**src/rtl/fifo_pkg.sv**
```systemverilog
// Shared constants for the async FIFO read-side blocks.
package fifo_pkg;

    localparam int unsigned FIFO_DSIZE = 8;
    localparam int unsigned FIFO_CNTW  = 16;

    typedef logic [1:0] occ_t;

    localparam occ_t OCC_EMPTY = 2'd0;
    localparam occ_t OCC_ONE   = 2'd1;
    localparam occ_t OCC_FULL  = 2'd2;

endpackage

```
**src/rtl/rd_skid_buf.sv**
```systemverilog
// Two-entry prefetch buffer (head/tail) with push, pop and synchronous flush.
module rd_skid_buf
    import fifo_pkg::*;
#(
    parameter int unsigned DSIZE = FIFO_DSIZE
) (
    input  logic             clk_i,
    input  logic             rst_i,
    input  logic             flush_i,
    input  logic             push_i,
    input  logic [DSIZE-1:0] push_data_i,
    input  logic             pop_i,
    output occ_t             occ_o,
    output logic [DSIZE-1:0] head_o
);

    occ_t             occ_q, occ_d;
    logic [DSIZE-1:0] head_q, head_d;
    logic [DSIZE-1:0] tail_q, tail_d;

    always_comb begin
        occ_d  = occ_q;
        head_d = head_q;
        tail_d = tail_q;
        case (occ_q)
            OCC_EMPTY: begin
                if (push_i) begin
                    head_d = push_data_i;
                    occ_d  = OCC_ONE;
                end
            end
            OCC_ONE: begin
                if (push_i && pop_i) begin
                    head_d = push_data_i;
                end else if (push_i) begin
                    tail_d = push_data_i;
                    occ_d  = OCC_FULL;
                end else if (pop_i) begin
                    occ_d  = OCC_EMPTY;
                end
            end
            OCC_FULL: begin
                // Push cannot arrive here: the producer is gated on occupancy.
                if (pop_i) begin
                    head_d = tail_q;
                    occ_d  = OCC_ONE;
                end
            end
            default: occ_d = OCC_EMPTY;
        endcase
        if (flush_i) begin
            occ_d = OCC_EMPTY;
        end
    end

    always_ff @(posedge clk_i) begin
        if (rst_i) begin
            occ_q  <= OCC_EMPTY;
            head_q <= '0;
            tail_q <= '0;
        end else begin
            occ_q  <= occ_d;
            head_q <= head_d;
            tail_q <= tail_d;
        end
    end

    assign occ_o  = occ_q;
    assign head_o = head_q;

endmodule

```
**src/rtl/fifo_rd_stream.sv**
```systemverilog
// Async FIFO read-side consumer: turns the FIFO read port into a valid/ready stream
// through a 2-entry prefetch buffer, with flush and delivered/starved counters.
module fifo_rd_stream
    import fifo_pkg::*;
#(
    parameter int unsigned DSIZE = FIFO_DSIZE,
    parameter int unsigned CNTW  = FIFO_CNTW
) (
    input  logic             rclk,
    input  logic             rrst,
    input  logic             rempty,
    input  logic [DSIZE-1:0] rdata,
    output logic             rinc,
    input  logic             flush,
    output logic             m_valid,
    output logic [DSIZE-1:0] m_data,
    input  logic             m_ready,
    output logic [CNTW-1:0]  word_cnt,
    output logic [CNTW-1:0]  stall_cnt
);

    localparam logic [CNTW-1:0] CntOne = {{(CNTW-1){1'b0}}, 1'b1};

    occ_t            occ;
    logic            pop;
    logic [CNTW-1:0] word_cnt_q, word_cnt_d;
    logic [CNTW-1:0] stall_cnt_q, stall_cnt_d;

    // No path from m_ready: fetch depends only on buffer state, rempty and flush.
    assign rinc    = ~rrst & ~flush & ~rempty & (occ != OCC_FULL);
    assign m_valid = (occ != OCC_EMPTY);
    assign pop     = m_valid & m_ready;

    rd_skid_buf #(
        .DSIZE (DSIZE)
    ) u_buf (
        .clk_i       (rclk),
        .rst_i       (rrst),
        .flush_i     (flush),
        .push_i      (rinc),
        .push_data_i (rdata),
        .pop_i       (pop),
        .occ_o       (occ),
        .head_o      (m_data)
    );

    always_comb begin
        word_cnt_d  = word_cnt_q;
        stall_cnt_d = stall_cnt_q;
        if (pop) begin
            word_cnt_d = word_cnt_q + CntOne;
        end
        if (m_ready && !m_valid && (stall_cnt_q != '1)) begin
            stall_cnt_d = stall_cnt_q + CntOne;
        end
    end

    always_ff @(posedge rclk) begin
        if (rrst) begin
            word_cnt_q  <= '0;
            stall_cnt_q <= '0;
        end else begin
            word_cnt_q  <= word_cnt_d;
            stall_cnt_q <= stall_cnt_d;
        end
    end

    assign word_cnt  = word_cnt_q;
    assign stall_cnt = stall_cnt_q;

endmodule

```
**config.mk**
```make
export PLATFORM = sky130hd
export DESIGN_NAME = fifo_rd_stream
export DESIGN_NICKNAME = d
export VERILOG_FILES = /design/src/rtl/fifo_pkg.sv /design/src/rtl/rd_skid_buf.sv /design/src/rtl/fifo_rd_stream.sv
export SDC_FILE = /design/constraint.sdc
export NUM_CORES = 1
export LEC_CHECK = 0
export ABC_AREA = 1
export CORE_ASPECT_RATIO = 1.5
export CORE_MARGIN = 10
export CORE_UTILIZATION = 54
export DETAILED_ROUTE_END_ITERATION = 7
export PLACE_DENSITY = 0.91
export SYNTH_ARGS = -nofsm -noshare
export SYNTH_HDL_FRONTEND = slang
export SYNTH_SLANG_ARGS = --single-unit
```
**constraint.sdc**
```tcl
create_clock -name rclk -period 3.3 [get_ports rclk]
set_input_delay 0.33 -clock rclk [delete_from_list [all_inputs] [get_ports rclk]]
set_output_delay 0.33 -clock rclk [all_outputs]
set_load 0.005 [all_outputs]
```
==> impl_metrics.env <==
export IMPL_status="completed"
export IMPL_ctsHoldBuffers=0
export IMPL_timing_setup_tns_ps=0
export IMPL_area_growth_pct=25.88
export IMPL_ys_ff_latch=50
export IMPL_globalplace_congestion=0.8638
export IMPL_num_vias=2465
export IMPL_finalHoldViolCount=0
export IMPL_drt_iter0_markers=174
export IMPL_avgSynthCellArea_um2=6.711
export IMPL_wl_per_cell_um=12.82
export IMPL_fin_crit_sh=0.6973
export IMPL_cp_max_fo=13
export IMPL_viasPerCell=5.189
export IMPL_power_density_nw_per_um2=338.3
export IMPL_antenna_found_initial=0
export IMPL_synth_distinct_cells=27
export IMPL_peakVddDrop_mv=0.2766
export IMPL_cp_data_arrival_time_ps=1970
export IMPL_clockRootBuffer="clkbuf_8"
export IMPL_num_rows=30
export IMPL_netlist_area_um2=2490
export IMPL_crit_chain="clkdlybuf4s50_1 -> buf_4 -> nor2_1 -> inv_1 -> nor2_1 -> inv_1 -> a21oi_1 -> clkdlybuf4s50_1"
export IMPL_drive_gt1_frac=0.06792
export IMPL_track_usage=0.1624
export IMPL_num_io_pins=55
export IMPL_clock_sinks=50
export IMPL_syn_num_nets=386
export IMPL_initial_core_util=0.5528
export IMPL_nNetsFinal=441
export IMPL_required_ps=2970
export IMPL_diodes=0
export IMPL_grt_max_degree=34
export IMPL_drc=0
export IMPL_synthArstFlopShare=0
export IMPL_crit_family="buffers and inverters"
export IMPL_routed_wl_um=6089
export IMPL_cpMaxStageDelayCell="clkdlybuf4s50_1"
export IMPL_htree_num_levels=2
export IMPL_period_minus_slack_ps=2301
export IMPL_max_stage_delay_ps=530
export IMPL_die_w_um=75.45
export IMPL_final_cell_mix="nand2_1, nor2_1, clkdlybuf4s50_1"
export IMPL_grt_pass1_vias=2405
export IMPL_p_leak_uw=0.001194
export IMPL_finalPower_uw=1060
export IMPL_dp_hpwl_um=4555
export IMPL_critPathLaunchType="input port"
export IMPL_end_kind="primary output"
export IMPL_maxSlewViolCount=0
export IMPL_final_common_cell="nand2_1"
export IMPL_io_buffers=54
export IMPL_relSlewSlack=0.6671
export IMPL_cap_violations=0
export IMPL_fmax_mhz=434.6
export IMPL_synth_edf_count=0
export IMPL_yosysSeqAreaShare=0.4020
export IMPL_fill_cells=376
export IMPL_tritoncts="done"
export IMPL_core_area_um2=4504
export IMPL_skew_ps=4.363
export IMPL_clock_latency_ps=300
export IMPL_setup_violations=0
export IMPL_globalRoute_totalOverflow=0
export IMPL_path_buf_inv=5
export IMPL_post_cts_buffers=0
export IMPL_rsz0062_at_grt="false"
export IMPL_drtAntennaViolNets=0
export IMPL_crit_type="in -> out"
export IMPL_syn_instance_count=371
export IMPL_tightest_slew_ps=499.3
export IMPL_worst_hold_path_type="reg -> reg"
export IMPL_clockBufferDepth=2
export IMPL_numCtsBuffers=5
export IMPL_yosys_warnings=0
export IMPL_firstDrtPassIters=4
export IMPL_chipHeight_um=103.2
export IMPL_dieArea_um2=7783
export IMPL_cts_resized=0
export IMPL_grt_pass1_wl_um=10190
export IMPL_cts_clk_slew_worst_paths_ps=90
export IMPL_synth_flop_cell="dfxtp_1"
## kinds of logic (layout without fill, tap and decap cells)
family | after synthesis | after routing | share of synthesized area
buffers and inverters | 45 | 101 | 0.07889
flip-flops | 50 | 50 | 0.4020
AO/OA/AOI/OAI | 55 | 55 | 0.1191
XOR/XNOR | 6 | 6 | 0.02111
adder cells (fa/ha/maj) | 2 | 2 | 0.01005
AND/OR/NAND/NOR | 213 | 213 | 0.3688
## worst register-to-register path: cells and delay by family (launching register included)
kind,cells,cell delay [ps]
AOI/OAI and AO/OA,2,600
adders and majority gates,1,240
and+or+nand+nor,4,420
DFF,1,410
## through the flow
stage	instances	setup WS, ps	area, um^2	hold slack [ps]	utilization
final	475	999.1	3134	493.1	0.6958
after global routing	475	819.4	3134	512.8	0.6958
after CTS	475	1006	3134	492.9	0.6958
after detailed placement	467	1027	3048	476.0	0.6767
after global placement	467	1060	3048	463.2	0.6767
after floorplan	371	1870	2490	406.1	-
## cells in the mapped netlist, types with 5 or more instances
library cell	count	area (um^2)
nor2_1	74	277.8
nand2_2	5	31.28
nand3_1	27	135.1
dfxtp_1	50	1001
nand2_1	91	341.6
o21ai_0	28	140.1
inv_1	35	131.4
a21oi_1	21	105.1
## power breakdown
part	switching, uW	internal [uW]	total (uW)
registers	6.44	611	618
logic	46.6	43.4	90.0
clock network	203	150	353
## state kept, by name (all words and copies together), names as in the netlist
register	count
u_buf.tail_q	8
stall_cnt	16
u_buf.head_o	8
word_cnt	16
u_buf.occ_o	2
## path summary, 6_finish.rpt
check,depth (start not counted),to,from,slack (ps)
worst max register to register,7,stall_cnt[14],stall_cnt[0],1560
worst min-delay path,2,u_buf.head_o[7],u_buf.head_o[7],490
worst min register to register,2,u_buf.head_o[7],u_buf.head_o[7],490
worst max-delay path,8,rinc,rrst,1000
## layer usage
layer	vias up	track usage	share of wire
met4	0	0.06169	0.013
met2	74	0.2961	0.52
met5	-	0	0
met3	9	0.05491	0.075
li1	1281	-	-
met1	1101	0.1626	0.39
## final cells by class
type	instances	area, um^2	share of cell area
well taps	48	60.06	0.01916
flip-flops and latches	50	1001	0.3194
repair buffers	56	555.5	0.1772
multi-input cells	276	1292	0.4124
clock buffers	6	72.57	0.02315
clock inverters	2	13.76	0.004391
inverters	37	138.9	0.04431
No activity file was read; power rests on OpenSTA's default activity.
